**config.mk**
```make
export PLATFORM = sky130hd
export DESIGN_NAME = sync_fifo_flat
export DESIGN_NICKNAME = d
export VERILOG_FILES = /design/src/rtl/sync_fifo_pkg.sv /design/src/rtl/sync_fifo_if.sv /design/src/rtl/sync_fifo_mem.sv /design/src/rtl/sync_fifo.sv /design/src/flat_wrapper.sv
export SDC_FILE = /design/constraint.sdc
export NUM_CORES = 1
export LEC_CHECK = 0
export ABC_CLOCK_PERIOD_IN_PS = 3100
export CAP_MARGIN = 20
export CORE_MARGIN = 4
export CORE_UTILIZATION = 59
export CTS_BUF_LIST = sky130_fd_sc_hd__clkbuf_4
export DETAILED_ROUTE_END_ITERATION = 7
export GPL_TIMING_DRIVEN = 0
export PLACE_DENSITY = 0.8
export SETUP_SLACK_MARGIN = 0.1
export SYNTH_ARGS = -nofsm -noshare
export SYNTH_HDL_FRONTEND = slang
export SYNTH_SLANG_ARGS = --single-unit
```
**constraint.sdc**
```tcl
create_clock -name clk -period 3.1 [get_ports clk]
set_clock_uncertainty 0.05 [all_clocks]
set_input_delay 0.465 -clock clk [delete_from_list [all_inputs] [get_ports clk]]
set_output_delay 0.465 -clock clk [all_outputs]
set_load 0.05 [all_outputs]
```
**src/rtl/sync_fifo_pkg.sv**
```systemverilog
// sync_fifo_pkg: default geometry and counter-width helper for sync_fifo
package sync_fifo_pkg;
  localparam int DEF_WIDTH = 4;
  localparam int DEF_DEPTH = 8;
  function automatic int cnt_w(input int depth);
    return $clog2(depth) + 1;
  endfunction
endpackage

```
**src/rtl/sync_fifo_if.sv**
```systemverilog
// sync_fifo_if: producer/consumer bundle of sync_fifo; master drives requests, slave is the fifo
interface sync_fifo_if
  import sync_fifo_pkg::*;
#(
  parameter int WIDTH = DEF_WIDTH,
  parameter int DEPTH = DEF_DEPTH
);
  logic [WIDTH-1:0] buf_in;
  logic [WIDTH-1:0] buf_out;
  logic wr_en;
  logic rd_en;
  logic buf_empty;
  logic buf_full;
  logic [cnt_w(DEPTH)-1:0] fifo_counter;
  modport master(output buf_in, wr_en, rd_en, input buf_out, buf_empty, buf_full, fifo_counter);
  modport slave(input buf_in, wr_en, rd_en, output buf_out, buf_empty, buf_full, fifo_counter);
endinterface

```
**src/rtl/sync_fifo_mem.sv**
```systemverilog
// sync_fifo_mem: DEPTH x WIDTH storage, synchronous write, registered read that clears on rst
module sync_fifo_mem #(
  parameter int WIDTH = 4,
  parameter int DEPTH = 8,
  parameter int AW = $clog2(DEPTH)
) (
  input  logic clk,
  input  logic rst,
  input  logic we,
  input  logic re,
  input  logic [AW-1:0] wa,
  input  logic [AW-1:0] ra,
  input  logic [WIDTH-1:0] wd,
  output logic [WIDTH-1:0] rd
);
  logic [WIDTH-1:0] mem [DEPTH];
  // Storage is deliberately unreset so it maps onto plain RAM.
  always_ff @(posedge clk)
    if (we) mem[wa] <= wd;
  always_ff @(posedge clk or posedge rst)
    if (rst) rd <= '0;
    else if (re) rd <= mem[ra];
endmodule

```
**src/rtl/sync_fifo.sv**
```systemverilog
// sync_fifo: single-clock FIFO with registered read data, full/empty flags and occupancy count
module sync_fifo
  import sync_fifo_pkg::*;
#(
  parameter int WIDTH = DEF_WIDTH,
  parameter int DEPTH = DEF_DEPTH
) (
  input logic clk,
  input logic rst,
  sync_fifo_if.slave bus
);
  localparam int AW = $clog2(DEPTH);
  localparam int CNT_W = cnt_w(DEPTH);
  logic [AW-1:0] wr_ptr, rd_ptr;
  logic [CNT_W-1:0] cnt;
  logic wr_acc, rd_acc;
  assign bus.buf_empty = cnt == '0;
  assign bus.buf_full = cnt == CNT_W'(DEPTH);
  assign bus.fifo_counter = cnt;
  assign wr_acc = bus.wr_en & ~bus.buf_full;
  assign rd_acc = bus.rd_en & ~bus.buf_empty;
  // Pointers are exactly log2(DEPTH) wide, so they wrap modulo DEPTH for free.
  always_ff @(posedge clk or posedge rst)
    if (rst) begin
      wr_ptr <= '0;
      rd_ptr <= '0;
      cnt <= '0;
    end else begin
      if (wr_acc) wr_ptr <= wr_ptr + AW'(1);
      if (rd_acc) rd_ptr <= rd_ptr + AW'(1);
      cnt <= (wr_acc & ~rd_acc) ? cnt + CNT_W'(1) : (rd_acc & ~wr_acc) ? cnt - CNT_W'(1) : cnt;
    end
  sync_fifo_mem #(.WIDTH(WIDTH), .DEPTH(DEPTH), .AW(AW)) u_mem (
    .clk(clk),
    .rst(rst),
    .we(wr_acc),
    .re(rd_acc),
    .wa(wr_ptr),
    .ra(rd_ptr),
    .wd(bus.buf_in),
    .rd(bus.buf_out)
  );
endmodule

```
**src/flat_wrapper.sv**
```systemverilog
// flat-port wrapper written by rule: the top's interface ports become plain ports
module sync_fifo_flat import sync_fifo_pkg::*;
#(
  parameter int WIDTH = DEF_WIDTH,
  parameter int DEPTH = DEF_DEPTH
)
  (clk, rst, bus_buf_in, bus_wr_en, bus_rd_en, bus_buf_out, bus_buf_empty, bus_buf_full, bus_fifo_counter);
  sync_fifo_if #(.WIDTH(WIDTH), .DEPTH(DEPTH)) bus_i ();
  input logic clk;
  input logic rst;
  input wire logic [$bits(bus_i.buf_in)-1:0] bus_buf_in;
  input wire logic [$bits(bus_i.wr_en)-1:0] bus_wr_en;
  input wire logic [$bits(bus_i.rd_en)-1:0] bus_rd_en;
  output wire logic [$bits(bus_i.buf_out)-1:0] bus_buf_out;
  output wire logic [$bits(bus_i.buf_empty)-1:0] bus_buf_empty;
  output wire logic [$bits(bus_i.buf_full)-1:0] bus_buf_full;
  output wire logic [$bits(bus_i.fifo_counter)-1:0] bus_fifo_counter;
  assign bus_i.buf_in = bus_buf_in;
  assign bus_i.wr_en = bus_wr_en;
  assign bus_i.rd_en = bus_rd_en;
  assign bus_buf_out = bus_i.buf_out;
  assign bus_buf_empty = bus_i.buf_empty;
  assign bus_buf_full = bus_i.buf_full;
  assign bus_fifo_counter = bus_i.fifo_counter;
  sync_fifo #(.WIDTH(WIDTH), .DEPTH(DEPTH)) u_core (.clk(clk), .rst(rst), .bus(bus_i));
endmodule
```
==> results_dict.tcl <==
set metrics [dict create \
    cts_tree "built" \
    ys_seq_area_share_pct 65.3 \
    final_nets 173 \
    cts_sinks 46 \
    antenna_left 0 \
    outcome "completed" \
    crit_buf_inv 2 \
    period_needed_ps 2960 \
    io-pin-count 18 \
    crit_arrival_ps 3160 \
    final_cell_mix "edfxtp_1 (32), clkdlybuf4s50_1 (17), mux2i_1 (16)" \
    placed_cells 191 \
    ys_ff_latch 46 \
    path_cells "o41ai_4, buf_6, ha_1, inv_1, ha_1, a21o_1, a2111oi_2, a31oi_1, a221o_1" \
    powerDensity_nw_per_um2 1000 \
    die_y_um 66.3 \
    clk_pin_slew_ps 130 \
    numCtsBuffers 5 \
    final_common_cell "edfxtp_1" \
    cpPeakStageDelay_ps 490 \
    via_count 1168 \
    ys_types 30 \
    dp_hpwl_um 2550 \
    rsz0062_at_grt "false" \
    drive_gt1_share_pct 17.5 \
    hold_ws_ps 372 \
    cp.required_ps 3300 \
    synthCells 130 \
    clock_latency_ps 360 \
    instances_no_fill 204 \
    dieWidth_um 66.3 \
    initial_core_util_pct 63.7 \
    first_global_vias 1172 \
    setup_violations 0 \
    fin_crit_sh_pct 95.5 \
    endpoint_kind "flip-flop" \
    grt_max_degree 15 \
    syn_avg_cell_area_um2 15.4 \
    tns_ps 0 \
    wl_um 3740 \
    post_drt_wl_per_cell_um 18.3 \
    ys_warn_count 0 \
    io_buffers 17 \
    fp.coreArea_um2 3150 \
    p_leak_nw 0.882 \
    critical_path.slowest_cell "dfrtp_2" \
    hold_violations 0 \
    irDropWorstVdd_mv 0.478 \
    drtPass1Iterations 4 \
    clock_path_buffers 2 \
    grt_pass1_wl_um 6000 \
    htreeDepth 2 \
    remaining_drc_errors 0 \
    cp_max_fo 10 \
    timing.slew.headroom_pct 51.8 \
    syn_nets 144 \
    insertedDiodeCount 0 \
    drtIter0Drc 93 \
    n_fill_cell 214 \
    syn_area_um2 2010 \
    grt_usage_pct 19.4 \
    worstMarginPinSlew_ps 717 \
    root_buffer "clkbuf_4" \
    fmax_mhz 338 \
    slew_violations 0 \
    crit_type "flip-flop to flip-flop" \
    start_kind "flip-flop" \
    path_delay_family "compound AO/OA/AOI/OAI gates" \
    die_area_um2 4400 \
    min_path_type "input port to async pin" \
    area_growth_pct 16.9 \
    antenna_found_initial 0 \
    via_per_inst 5.73 \
    rows 20 \
    gp_congestion 0.736 \
    crit_top_cell "ha_1" \
    globalRouteOverflowTotal 0 \
    cap_violations 0 \
]
-- metrics by stage --
step | setup slack (ps) | util, % | total power, mW | cell area, um2
after global placement | 134 | 70.8 | 1.97 | 2230
after CTS | 116 | 72.9 | 2.30 | 2300
after global routing | 55.4 | 74.4 | 2.48 | 2350
after floorplan | 142 | - | 1.73 | 2010
after detailed placement | -4.76 | 70.8 | 2.03 | 2230
final | 140 | 74.4 | 2.35 | 2350
-- synthesized netlist by cell type (all sizes together) --
library cell   n  share of area [%]
a2111oi        1               0.75
a21boi         2               0.94
a21o           1               0.37
a21oi          1               0.25
a221o          1               0.50
a31oi          1               0.31
and2           1               0.31
buf            3                1.8
clkbuf         2               0.37
dfrtp         14                 17
edfxtp        32                 48
fa             1                1.0
ha             5                3.1
inv            3               0.56
mux2           2                1.1
mux2i         16                8.0
mux4           4                4.5
nand2         12                2.2
nand2b         3               0.94
nor2           7                1.3
nor3           4                1.0
nor4           2               0.62
o21ai          5                1.2
o41ai          1               0.81
xnor2          5                2.2
xor2           1               0.44
-- per-layer routing --
metal	share of wire, %	vias to the layer above	GRT usage, %
met5	0	-	0
met4	1.2	0	8.88
met3	5.0	5	4.08
met2	50	39	28.6
met1	44	583	27.5
li1	-	541	-
-- worst reg2reg max path, stage by stage (launching register included) --
cell and delay [ps]:
dfrtp_2 490, o41ai_4 460, buf_6 210, ha_1 220, inv_1 140, ha_1 300
a21o_1 210, a2111oi_2 380, a31oi_1 90, a221o_1 320
-- cell families after synthesis --
group,synth area share (%)
AND/OR/NAND/NOR,6.42
AO/OA/AOI/OAI,5.17
flip-flops,65.3
buffers and inverters,2.74
adder cells (fa/ha/maj),4.11
multiplexers,13.6
XOR/XNOR,2.62
-- where the power goes --
group | internal (mW) | switching [mW] | total [mW]
clock network | 0.0846 | 0.188 | 0.272
logic | 0.494 | 0.612 | 1.11
registers | 0.826 | 0.149 | 0.975
total | 1.40 | 0.950 | 2.35
-- path summary, 6_finish.rpt --
kind / start / to / slack [ps] / cells after the start
max in group asynchronous: rst / u_core.bus.fifo_counter[3]$_DFFE_PP0P_ / 2250 / 2
min: rst / u_core.wr_ptr[1]$_DFFE_PP0P_ / 370 / 2
max: u_core.bus.fifo_counter[2]$_DFFE_PP0P_ / u_core.bus.fifo_counter[3]$_DFFE_PP0P_ / 140 / 9
min reg2reg: u_core.u_mem.rd[2]$_DFFE_PP0P_ / u_core.u_mem.rd[2]$_DFFE_PP0P_ / 450 / 2
max reg2reg: u_core.bus.fifo_counter[2]$_DFFE_PP0P_ / u_core.bus.fifo_counter[3]$_DFFE_PP0P_ / 140 / 9
min in group clk: u_core.u_mem.rd[2]$_DFFE_PP0P_ / u_core.u_mem.rd[2]$_DFFE_PP0P_ / 450 / 2
-- registers in the layout, summed over array words and instances, names as in the netlist --
name and count:
u_core.u_mem.rd 4, u_core.wr_ptr 3, u_core.bus.fifo_counter 4, u_core.u_mem.mem 32, u_core.rd_ptr 3
-- area by class of cell --
| type | instances | area [um2] | area share [%] |
|---|---|---|---|
| clock buffers | 5 | 37.5 | 1.60 |
| clock inverters | 3 | 16.3 | 0.693 |
| inverters | 3 | 11.3 | 0.480 |
| repair buffers | 22 | 208 | 8.85 |
| multi-input cells | 76 | 652 | 27.8 |
| well taps | 44 | 55.1 | 2.35 |
| plain buffers | 5 | 50.0 | 2.13 |
| flip-flops and latches | 46 | 1320 | 56.1 |
-- timing repair --
item,in CTS,in global routing
pin swaps,0,1
gates resized for setup,2,5
buffers inserted,0,5
setup endpoints to repair,1,1
hold buffers,0,0
No activity file was read; power rests on OpenSTA's default activity.
